==> src/rtl/sprite_cmd_encoder.sv <==
// sprite_cmd_encoder: serialises sprite update requests and frame commits into
// 32-bit sprite display command words, keeping all updates in the hidden
// (back) buffer and swapping buffers on each commit.
// Ports:
//   clk, reset          clock, synchronous active-high reset
//   req_valid/req_ready request handshake; req_component/child/visible/flip/
//                       x/y/attr request payload
//   commit, commit_component  frame-commit pulse and the component to swap
//   wr_valid/wr_ready   command word handshake; writedata command word
//   back_buf            buffer index currently being written
//   busy                FIFO non-empty, sequence in flight or commit pending
module sprite_cmd_encoder #(
  parameter int unsigned FIFO_DEPTH = 4
) (
  input  logic        clk,
  input  logic        reset,
  input  logic        req_valid,
  output logic        req_ready,
  input  logic [5:0]  req_component,
  input  logic [4:0]  req_child,
  input  logic        req_visible,
  input  logic        req_flip,
  input  logic [9:0]  req_x,
  input  logic [9:0]  req_y,
  input  logic [9:0]  req_attr,
  input  logic        commit,
  input  logic [5:0]  commit_component,
  output logic        wr_valid,
  input  logic        wr_ready,
  output logic [31:0] writedata,
  output logic        back_buf,
  output logic        busy
);

  localparam int unsigned PTR_W = (FIFO_DEPTH > 1) ? $clog2(FIFO_DEPTH) : 1;
  localparam int unsigned CNT_W = PTR_W + 1;
  localparam logic [3:0]  ACT_UPDATE = 4'h1;
  localparam logic [3:0]  ACT_COMMIT = 4'hF;

  typedef struct packed {
    logic [5:0] component;
    logic [4:0] child;
    logic       visible;
    logic       flip;
    logic [9:0] x;
    logic [9:0] y;
    logic [9:0] attr;
  } req_t;

  typedef enum logic [2:0] {
    S_IDLE,
    S_VIS,
    S_XPOS,
    S_YPOS,
    S_ATTR,
    S_COMMIT
  } state_t;

  state_t           state_q, state_d;
  req_t             cur_q, cur_d;
  req_t             mem_q [FIFO_DEPTH];
  logic [PTR_W-1:0] wr_ptr_q, wr_ptr_d;
  logic [PTR_W-1:0] rd_ptr_q, rd_ptr_d;
  logic [CNT_W-1:0] count_q, count_d;
  logic             commit_pending_q, commit_pending_d;
  logic [5:0]       commit_comp_q, commit_comp_d;
  logic             back_buf_q, back_buf_d;
  logic             wr_valid_q, wr_valid_d;
  logic [31:0]      writedata_q, writedata_d;
  logic             req_ready_q, req_ready_d;
  logic             busy_q, busy_d;

  req_t req_in;
  req_t head;
  logic push;
  logic fifo_empty;
  logic take;
  logic fifo_wr;
  logic fifo_rd;
  logic handshake;
  logic commit_seen;

  // Command word for the state about to be presented
  function automatic logic [31:0] build_word(input state_t st, input req_t r,
                                             input logic tog, input logic [5:0] comp);
    logic [31:0] w;
    w = 32'h0;
    case (st)
      S_VIS:    w = {r.component, r.child, ACT_UPDATE, 3'b001, tog, r.visible, r.flip, 11'b0};
      S_XPOS:   w = {r.component, r.child, ACT_UPDATE, 3'b010, tog, 3'b000, r.x};
      S_YPOS:   w = {r.component, r.child, ACT_UPDATE, 3'b011, tog, 3'b000, r.y};
      S_ATTR:   w = {r.component, r.child, ACT_UPDATE, 3'b100, tog, 3'b000, r.attr};
      S_COMMIT: w = {comp, 5'b00000, ACT_COMMIT, 3'b000, tog, 13'b0};
      default:  w = 32'h0;
    endcase
    return w;
  endfunction

  // Next-state, FIFO bookkeeping and registered-output computation
  always_comb begin
    req_in = '{component: req_component, child: req_child, visible: req_visible,
               flip: req_flip, x: req_x, y: req_y, attr: req_attr};
    push        = req_valid && req_ready_q;
    fifo_empty  = (count_q == '0);
    // An empty FIFO hands the incoming request straight to the sequencer
    head        = fifo_empty ? req_in : mem_q[rd_ptr_q];
    handshake   = wr_valid_q && wr_ready;
    commit_seen = commit_pending_q || commit;

    state_d = state_q;
    cur_d   = cur_q;
    take    = 1'b0;

    case (state_q)
      S_IDLE: begin
        if (!fifo_empty || push) begin
          state_d = S_VIS;
          take    = 1'b1;
        end else if (commit_seen) begin
          state_d = S_COMMIT;
        end
      end
      S_VIS:  if (handshake) state_d = S_XPOS;
      S_XPOS: if (handshake) state_d = S_YPOS;
      S_YPOS: if (handshake) state_d = S_ATTR;
      S_ATTR: begin
        if (handshake) begin
          if (!fifo_empty) begin
            state_d = S_VIS;
            take    = 1'b1;
          end else if (commit_pending_q) begin
            state_d = S_COMMIT;
          end else begin
            state_d = S_IDLE;
          end
        end
      end
      S_COMMIT: if (handshake) state_d = S_IDLE;
      default:  state_d = S_IDLE;
    endcase

    if (take) cur_d = head;

    fifo_rd = take && !fifo_empty;
    fifo_wr = push && !(take && fifo_empty);

    wr_ptr_d = fifo_wr ? wr_ptr_q + PTR_W'(1) : wr_ptr_q;
    rd_ptr_d = fifo_rd ? rd_ptr_q + PTR_W'(1) : rd_ptr_q;
    count_d  = count_q;
    if (fifo_wr && !fifo_rd) begin
      count_d = count_q + CNT_W'(1);
    end else if (fifo_rd && !fifo_wr) begin
      count_d = count_q - CNT_W'(1);
    end

    commit_pending_d = commit_pending_q;
    commit_comp_d    = commit_comp_q;
    back_buf_d       = back_buf_q;
    // Pulses while a commit is already pending are dropped
    if (commit && !commit_pending_q) begin
      commit_pending_d = 1'b1;
      commit_comp_d    = commit_component;
    end
    if ((state_q == S_COMMIT) && handshake) begin
      commit_pending_d = 1'b0;
      back_buf_d       = !back_buf_q;
    end

    wr_valid_d  = (state_d != S_IDLE);
    writedata_d = build_word(state_d, cur_d, back_buf_d, commit_comp_d);
    req_ready_d = (count_d != CNT_W'(FIFO_DEPTH)) && !commit_pending_d;
    busy_d      = (count_d != '0) || (state_d != S_IDLE) || commit_pending_d;
  end

  // State and output registers
  always_ff @(posedge clk) begin
    if (reset) begin
      state_q          <= S_IDLE;
      cur_q            <= '0;
      wr_ptr_q         <= '0;
      rd_ptr_q         <= '0;
      count_q          <= '0;
      commit_pending_q <= 1'b0;
      commit_comp_q    <= '0;
      back_buf_q       <= 1'b1;
      wr_valid_q       <= 1'b0;
      writedata_q      <= 32'h0;
      req_ready_q      <= 1'b1;
      busy_q           <= 1'b0;
    end else begin
      state_q          <= state_d;
      cur_q            <= cur_d;
      wr_ptr_q         <= wr_ptr_d;
      rd_ptr_q         <= rd_ptr_d;
      count_q          <= count_d;
      commit_pending_q <= commit_pending_d;
      commit_comp_q    <= commit_comp_d;
      back_buf_q       <= back_buf_d;
      wr_valid_q       <= wr_valid_d;
      writedata_q      <= writedata_d;
      req_ready_q      <= req_ready_d;
      busy_q           <= busy_d;
    end
  end

  // Request storage; contents need no reset since occupancy gates reads
  always_ff @(posedge clk) begin
    if (!reset && fifo_wr) mem_q[wr_ptr_q] <= req_in;
  end

  assign req_ready = req_ready_q;
  assign wr_valid  = wr_valid_q;
  assign writedata = writedata_q;
  assign back_buf  = back_buf_q;
  assign busy      = busy_q;

endmodule
==> config.mk <==
export PLATFORM = sky130hd
export DESIGN_NAME = sprite_cmd_encoder
export DESIGN_NICKNAME = d
export VERILOG_FILES = /design/src/rtl/sprite_cmd_encoder.sv
export SDC_FILE = /design/constraint.sdc
export NUM_CORES = 1
export LEC_CHECK = 0
export CORE_ASPECT_RATIO = 0.6
export CORE_MARGIN = 2
export CORE_UTILIZATION = 52
export CTS_CLUSTER_DIAMETER = 30
export DETAILED_ROUTE_END_ITERATION = 16
export PLACE_DENSITY = 0.85
export SLEW_MARGIN = 15
export SYNTH_ARGS = -nofsm -noshare
export SYNTH_HDL_FRONTEND = slang
export SYNTH_SLANG_ARGS = --single-unit
==> constraint.sdc <==
create_clock -name clk -period 2.9 [get_ports clk]
set_input_delay 0.435 -clock clk [delete_from_list [all_inputs] [get_ports clk]]
set_output_delay 0.435 -clock clk [all_outputs]
set_load 0.01 [all_outputs]
==> impl_metrics.toml, run 1 <==
[yosys]
synth_edf_count = 172
synthSimpleGateAreaFrac = 0.0777
syn-mean-instance-area_um2 = 14.6
synth.distinct_cells = 54
yosysTopAreaCellShare = 0.503
sequential_element_share_of_the_synthesized_area = 0.688
synthTopCellsByCount = "sky130_fd_sc_hd__edfxtp_1, sky130_fd_sc_hd__dfxtp_1, sky130_fd_sc_hd__nor2_1"
synth.most_common_cell = "sky130_fd_sc_hd__edfxtp_1"
postSynthCellCount = 702
synth_top_family_by_area = "multiplexers"
yosys.area_share.xor_xnor = 0.00597
syn-cell-area_um2 = 10300
synth_largest_area_cell = "sky130_fd_sc_hd__edfxtp_1"
yosys-top-cells-area = "sky130_fd_sc_hd__edfxtp_1, sky130_fd_sc_hd__dfxtp_1, sky130_fd_sc_hd__mux4_2, sky130_fd_sc_hd__mux2i_1, sky130_fd_sc_hd__nor2_1"
postSynth.topFlopCell = "sky130_fd_sc_hd__edfxtp_1"
mappedNetlistNets = 763
yosys_register_bits = 267
yosysWarnings = 0
synth_compound_gate_area_share = 0.0917
fraction_of_synthesis_flops_using_an_asynchronous_set_or_reset_pin = 0
muxShareOfSynthArea = 0.102
adder_cell_share_of_the_synthesized_area = 0.00852

[min_path]
holdCritPathClass = "input pin to flop"
hp-start = "reset"

[cts]
worstSkewPairLatency_ns = 0.56
cts_hold_repair.buffers = 0
cts.root.buffer_cell = "sky130_fd_sc_hd__clkbuf_16"
clock_path_buffers = 3
cts-resized-gates = 0
tritoncts_num_sinks = 267
clk_pin_slew_worst_paths_ns = 0.06
numCtsBuffers = 31
cts_setup_buffers = 0
clock_tree_from_tritoncts = "built"
htree_levels = 1

[detailed_routing]
drt_pass1_iterations = 7
wirelength_mm = 23.2
routedWlPerCell_um = 21.2
routed_via_density = 5.89
dr.first_iter.drc_count = 668
detail-route-antenna-nets = 0
num_vias = 6442
remaining_drc_errors = 0

[finish]
drive_above_1_share = 0.163
area_of_all_sequential_standard_cells_um2 = 7070
layout.filler_cells = 1328
num_antenna_cells = 0
multi_input_area_um2 = 2950
area_growth_syn_to_layout_pct = 23.3
final_net_count = 863

[job]
max-cap-violations = 0

[die]
die_width_um = 185
placement_rows = 39
floorplan.die_area_um2 = 20900
core_region_area_um2 = 19200
floorplan.initialDensity = 0.536
design.portCount = 90
dieHeight_um = 113

[worst_setup_path]
critPathMostFrequentCell = "sky130_fd_sc_hd__buf_4"
critical-path-slowest-cell = "sky130_fd_sc_hd__dfxtp_1"
crit_type = "flop to flop"
start_kind = "flop"
end_kind = "flop"
critical-path-max-stage-delay_ns = 0.42
worstPathRequired_ns = 3.13
regToRegStartpoint = "count_q[1]"
crit_arrival_ns = 2.82
critPathMaxFanout = 17
critPathLaunch = "count_q[1]"
critical_path.cell_chain = "inv_1 -> ha_1 -> nor2b_2 -> buf_4 -> a21oi_1 -> buf_4 -> nor2b_1 -> and2_2 -> buf_4"

[timing]
finalWorstPathRequiredPeriod_ns = 2.59
slew_headroom = 0.438
timing_hold_violations_final = 0
setup_viol = 0
final-max-slew-violation-count = 0
unrepaired_setup_endpoints_after_global_routing = "no"
timing.setup.tns_ns = 0
max_freq_mhz = 385
worst_pin_slew_ns = 0.842
min_period_over_period = 0.895
timing.clock.skew_ns = 0.0119

[global_routing]
grt_start_max_net_pins = 68
grt_antenna_before_repair = 0
grt_pass1_vias = 6520
grt_pass1_wl_mm = 36.1
grt_usage = 0.226
globalRouteOverflowTotal = 0

[pwr]
p_total_w = 0.0127
pwr_dens_nw_per_um2 = 1000
vdd_drop_max_uv = 616
leakagePower_nw = 4.29

[outcome]
run_status = "complete, no violations"

[place]
place.port_buffers = 88
place_congestion = 0.846
hpwl_after_dpl_mm = 14.7
==> stage by stage <==
stage               utilization  std cells  setup slack, ns  hold WS (ns)  cell area (um2)
floorplan                     -        702           0.0406         0.447            10300
global placement          0.602       1035            0.289         0.475            11600
detailed placement        0.602       1035            0.210         0.487            11600
CTS                       0.661       1093            0.327         0.165            12700
global route              0.661       1093            0.174         0.178            12700
finish                    0.661       1093            0.305         0.174            12700
==> path summary, 6_finish.rpt <==
| kind | endpoint | slack, ns | cells past startpoint |
|---|---|---|---|
| hold / removal | commit_comp_q[4] | 0.17 | 2 |
| hold reg to reg | cur_q[33] | 0.49 | 2 |
| setup / recovery | mem_q[2][29] | 0.31 | 9 |
| setup reg to reg | mem_q[2][29] | 0.31 | 9 |
==> state kept, by name, indices dropped and copies added (netlist names), named ones only <==
name              flops
back_buf              1
busy                  1
commit_comp_q         6
commit_pending_q      1
count_q               3
cur_q                43
mem_q               172
rd_ptr_q              2
req_ready             1
state_q               3
wr_ptr_q              2
wr_valid              1
writedata            29
==> layout by cell type (no fill, tap or decap), drive strengths merged, types with 3 or more instances in the layout <==
| cell | count |
|---|---|
| o221ai | 3 |
| nor2b | 4 |
| inv | 19 |
| clkbuf | 34 |
| clkdlybuf4s50 | 87 |
| mux4 | 33 |
| xnor2 | 5 |
| a222oi | 10 |
| bufinv | 5 |
| nand2 | 43 |
| o21ai | 23 |
| mux2i | 28 |
| a21oi | 21 |
| nor3 | 17 |
| clkinv | 8 |
| a21o | 3 |
| nand2b | 14 |
| a211oi | 18 |
| dfxtp | 95 |
| o22ai | 8 |
| and3 | 3 |
| o2bb2ai | 6 |
| nor2 | 69 |
| buf | 26 |
| edfxtp | 172 |
| a31oi | 10 |
| and2 | 16 |
| ha | 7 |
| a311oi | 13 |
==> kinds of logic (layout without fill, tap and decap cells) <==
logic type      after synthesis  count (layout)
buf+inv                      55             180
flops                       267             267
compound gates              128             128
xor+xnor                      7               7
fa+ha+maj                     7               7
other cells                   1               1
mux                          63              63
simple gates                174             174
==> critical path: cells and delay by family (launching register included) <==
kind                     cells  cell delay (ns)
buffers and inverters        4             0.76
AND/OR/NAND/NOR              3             0.69
flip-flops                   1             0.42
adder cells (fa/ha/maj)      1             0.20
AO/OA/AOI/OAI                1             0.18
==> layout make-up <==
class,count,area share
clock buffer,34,0.0629
clock inverter,24,0.0255
inverter,9,0.00267
multi-input combinational,380,0.233
sequential,267,0.558
tap,266,0.0263
timing repair buffer,113,0.0918
==> report_power, final <==
part	total (W)	internal, W	switching, W
clock network	0.00414	0.00250	0.00164
registers	0.00497	0.00462	0.000355
logic	0.00356	0.00152	0.00204
==> per-layer routing <==
metal	wire [um]	share of wire	GRT usage	up-vias
li1	-	-	-	2888
met1	9850	0.43	0.323	3213
met2	10700	0.46	0.349	302
met3	2120	0.091	0.0560	39
met4	462	0.020	0.0603	0
met5	0	0	0	-
(Power assumes the default switching activity.)
==> run 2, diff against run 1 <==
Settings changed: CORE_ASPECT_RATIO 0.6 to not set, CTS_CLUSTER_DIAMETER 30 to not set.
==> run 2 against run 1 <==
Net effect:
- sequential cell count is the same
- cell count is 0.73% lower
- core utilization down 2.2 points
- sequential power barely moved
- first-iteration DRC count is 6.3% higher
- final area down 2.2%
- maximum frequency is 1.7% lower
- non-clock buffer count is 3 higher
- largest power group unchanged
==> impl_metrics.toml, run 2 (same netlist as run 1, synthesis figures left out) <==
[timing]
timing.setup.tns_ns = 0
timing_hold_violations_final = 0
final-max-slew-violation-count = 0
finalWorstPathRequiredPeriod_ns = 2.64
max_freq_mhz = 379
slew_headroom = 0.536
min_period_over_period = 0.910
timing.clock.skew_ns = 0.0131
final_critical_path_setup_slack_ns = 0.260
setup_viol = 0
unrepaired_setup_endpoints_after_global_routing = "no"
worst_pin_slew_ns = 0.696

[worst_setup_path]
end_kind = "flop"
worstPathRequired_ns = 3.33
critPathLaunch = "count_q[1]"
crit_type = "flop to flop"
regToRegStartpoint = "count_q[1]"
start_kind = "flop"
critPathMaxFanout = 14
crit_arrival_ns = 3.07

[die]
die_width_um = 145
placement_rows = 51
floorplan.die_area_um2 = 20900
floorplan.initialDensity = 0.530
core_region_area_um2 = 19400
dieHeight_um = 145
design.portCount = 90

[min_path]
holdCritPathClass = "input pin to flop"
hp-start = "reset"

[finish]
layoutNonFillerInstCount = 1085
finalCoreUtilization = 0.639
layout_commonest_cell = "sky130_fd_sc_hd__edfxtp_1"
area_growth_syn_to_layout_pct = 20.7
final_net_count = 861
drive_above_1_share = 0.146
layout.cells.most_common_list = "sky130_fd_sc_hd__edfxtp_1, sky130_fd_sc_hd__dfxtp_1, sky130_fd_sc_hd__clkdlybuf4s50_1"
flip_flop_count_of_the_largest_register_all_copies_and_words_added = 172
registers.top_by_ff_count = "mem_q"
num_antenna_cells = 0
layout.filler_cells = 1369

[global_routing]
grt_pass1_wl_mm = 35.6
grt_pass1_vias = 6393
globalRouteOverflowTotal = 0
grt_usage = 0.225
grt_start_max_net_pins = 56
grt_antenna_before_repair = 0

[pwr]
p_total_w = 0.0118
vdd_drop_max_uv = 520
pwr_dens_nw_per_um2 = 952
leakagePower_nw = 4.17

[place]
place_congestion = 0.860
place.port_buffers = 88
place_ws_ns = 0.177
placed_cells = 1037
hpwl_after_dpl_mm = 14.9

[detailed_routing]
drt_pass1_iterations = 6
routedWlPerCell_um = 21.3
wirelength_mm = 23.1
detail-route-antenna-nets = 0
routed_via_density = 5.90
remaining_drc_errors = 0
dr.first_iter.drc_count = 710
num_vias = 6400

[job]
max-cap-violations = 0

[cts]
worstSkewPairLatency_ns = 0.53
numCtsBuffers = 26
cts_setup_buffers = 0
tritoncts_num_sinks = 267
clock_path_buffers = 3
cts-resized-gates = 0
clock_tree_from_tritoncts = "built"
cts_hold_repair.buffers = 0
clk_pin_slew_worst_paths_ns = 0.06
htree_levels = 1
cts.root.buffer_cell = "sky130_fd_sc_hd__clkbuf_16"

[outcome]
run_status = "complete, no violations"
[run 2: power breakdown]
group / leakage (nW) / switching, W / internal, W / total (W)
Clock: 0.415 / 0.00135 / 0.00196 / 0.00331
Combinational: 1.41 / 0.00205 / 0.00151 / 0.00356
Sequential: 2.34 / 0.000326 / 0.00462 / 0.00494
[run 2: through the flow]
stage	area, um2	hold WS (ns)
after floorplan	10300	0.447
after detailed placement	11500	0.480
after global routing	12400	0.337
after global placement	11500	0.470
after CTS	12400	0.304
final	12400	0.306
[run 2: cell type report]
| type | instances | area (um2) | share of cell area |
|---|---|---|---|
| Sequential cell | 267 | 7070 | 0.570 |
| Multi-Input combinational cell | 380 | 2960 | 0.238 |
| Timing Repair Buffer | 116 | 1160 | 0.0936 |
| Clock buffer | 43 | 801 | 0.0646 |
| Tap cell | 265 | 332 | 0.0267 |
| Clock inverter | 5 | 47.5 | 0.00383 |
| Inverter | 9 | 33.8 | 0.00272 |
[run 2: path summary, 6_finish.rpt]
kind	to	slack [ns]	cells past startpoint
worst max-delay path	writedata[0]	0.26	8
worst min-delay path	commit_comp_q[0]	0.31	2
worst max register to register	writedata[0]	0.26	8
worst min register to register	commit_comp_q[5]	0.50	2
[run 2: worst max-delay path, stage by stage, from the launching register on]
cell and delay (ns):
sky130_fd_sc_hd__dfxtp_1 0.41, sky130_fd_sc_hd__inv_1 0.09, sky130_fd_sc_hd__ha_1 0.20, sky130_fd_sc_hd__nand2b_1 0.37
sky130_fd_sc_hd__nor3_1 0.10, sky130_fd_sc_hd__a221o_1 0.40, sky130_fd_sc_hd__and2_1 0.21, sky130_fd_sc_hd__or2_1 0.47
sky130_fd_sc_hd__a31oi_1 0.29
[run 2: layer usage]
| layer | up-vias | track usage | part of all wire |
|---|---|---|---|
| li1 | 2871 | - | - |
| met1 | 3218 | 0.311 | 0.41 |
| met2 | 265 | 0.370 | 0.49 |
| met3 | 46 | 0.0328 | 0.071 |
| met4 | 0 | 0.0761 | 0.025 |
| met5 | - | 0 | 0 |
==> run 3, diff against run 2 <==
Settings changed: CORE_UTILIZATION 52 to 51, PLACE_DENSITY 0.85 to 0.84.
==> run 3 against run 2 <==
Net effect:
- maximum frequency is 4.1% higher
- sequential cell count unchanged
- critical path type unchanged
- first-iteration DRC count rose by 23%
- register-to-register slack gained 0.10 ns
- setup slack better by 0.10 ns
- clock skew increased by 0.0031 ns
- clock-buffer cell count fell by 5
- sequential share of layout area rose by 0.46 points
- combinational power is 2% lower
- core utilization down 1.1 points
- clock power decreased by 6.6%
==> impl_metrics.toml, run 3 (same netlist as run 1, synthesis figures left out) <==
[cts]
clk_pin_slew_worst_paths_ns = 0.07
cts_hold_repair.buffers = 0
tritoncts_num_sinks = 267
clock_tree_from_tritoncts = "built"
htree_levels = 1
cts_setup_buffers = 0
numCtsBuffers = 25
cts-resized-gates = 0
cts.root.buffer_cell = "sky130_fd_sc_hd__clkbuf_16"
clock_path_buffers = 3
worstSkewPairLatency_ns = 0.53

[worst_setup_path]
end_kind = "flop"
critical-path-slowest-cell = "sky130_fd_sc_hd__nor2b_1"
critical-path-max-stage-delay_ns = 0.60
worstPathRequired_ns = 3.34
critical_path.cell_chain = "inv_1 -> ha_1 -> nor2b_2 -> buf_4 -> o2111a_1 -> a221oi_2 -> buf_4 -> nor2b_1 -> nand2b_1 -> a31oi_2"
critPathMaxFanout = 10
crit_arrival_ns = 2.98
critPathMostFrequentCell = "sky130_fd_sc_hd__buf_4"
start_kind = "flop"
crit_type = "flop to flop"

[pwr]
leakagePower_nw = 4.13
pwr_dens_nw_per_um2 = 935
vdd_drop_max_uv = 451

[finish]
drive_above_1_share = 0.147
finalCoreUtilization = 0.628
area_growth_syn_to_layout_pct = 19.7
layout.cells.most_common_list = "sky130_fd_sc_hd__edfxtp_1, sky130_fd_sc_hd__dfxtp_1, sky130_fd_sc_hd__clkdlybuf4s50_1"
num_antenna_cells = 0
layout_commonest_cell = "sky130_fd_sc_hd__edfxtp_1"
flip_flop_count_of_the_largest_register_all_copies_and_words_added = 172
registers.top_by_ff_count = "mem_q"
final_net_count = 857

[global_routing]
grt_pass1_vias = 6274
globalRouteOverflowTotal = 0
grt_start_max_net_pins = 41
grt_antenna_before_repair = 0
grt_usage = 0.204
grt_pass1_wl_mm = 34.4

[die]
floorplan.die_area_um2 = 21300
floorplan.initialDensity = 0.524
die_width_um = 146
design.portCount = 90
core_region_area_um2 = 19600
dieHeight_um = 146
placement_rows = 51

[timing]
min_period_over_period = 0.874
timing.clock.skew_ns = 0.0161
setup_viol = 0
finalWorstPathRequiredPeriod_ns = 2.54
timing.setup.tns_ns = 0
timing_hold_violations_final = 0
max_freq_mhz = 394
final-max-slew-violation-count = 0
slew_headroom = 0.489
worst_pin_slew_ns = 0.765
unrepaired_setup_endpoints_after_global_routing = "no"

[job]
max-cap-violations = 0

[detailed_routing]
dr.first_iter.drc_count = 875
drt_pass1_iterations = 7
remaining_drc_errors = 0
num_vias = 6248
routedWlPerCell_um = 20.3
detail-route-antenna-nets = 0
wirelength_mm = 22.0
routed_via_density = 5.79

[outcome]
run_status = "complete, no violations"

[min_path]
holdCritPathClass = "input pin to flop"

[place]
place_congestion = 0.912
place.port_buffers = 88
hpwl_after_dpl_mm = 14.4
-- run 3: layout make-up --
type | instances | area [um2]
fill | 1391 | 7290
clock inverter | 8 | 47.5
timing repair buffer | 113 | 1130
multi-input combinational | 380 | 2950
clock buffer | 38 | 738
tap | 265 | 332
inverter | 9 | 33.8
sequential | 267 | 7070
-- run 3: per-layer routing --
metal | GRT usage | vias to the layer above | share of wire
met1 | 0.280 | 3094 | 0.41
li1 | - | 2857 | -
met5 | 0 | - | 0
met2 | 0.338 | 254 | 0.49
met3 | 0.0298 | 43 | 0.074
met4 | 0.0672 | 0 | 0.024
-- run 3: per-stage QoR --
stage	total power [W]	cells	hold slack, ns	cell area, um2	setup slack, ns
2_1_floorplan	0.00727	702	0.447	10300	0.0406
3_3_place_gp	0.00834	1034	0.468	11500	0.310
3_5_place_dp	0.00843	1034	0.480	11500	0.209
4_1_cts	0.0115	1080	0.391	12300	0.372
5_1_grt	0.0121	1080	0.418	12300	0.153
6_report	0.0115	1080	0.414	12300	0.364
-- run 3: worst paths after layout --
| check | from | cells after the start | to | slack, ns |
|---|---|---|---|---|
| worst max-delay path | count_q[1] | 10 | writedata[8] | 0.36 |
| worst min-delay path | reset | 2 | commit_pending_q | 0.41 |
| worst max register to register | count_q[1] | 10 | writedata[8] | 0.36 |
| worst min register to register | cur_q[13] | 2 | cur_q[13] | 0.49 |
-- run 3: where the power goes --
part	switching, W	internal [W]	leakage [nW]
clock	0.00133	0.00176	0.395
sequential	0.000311	0.00462	2.34
combinational	0.00198	0.00150	1.40
total	0.00362	0.00788	4.13
-- run 3: critical path: cells and delay by family (launching register included) --
family / cells / cell delay [ns]
AO/OA/AOI/OAI: 3 / 0.44
buffers and inverters: 3 / 0.50
flip-flops: 1 / 0.36
AND/OR/NAND/NOR: 3 / 0.98
adder cells (fa/ha/maj): 1 / 0.16
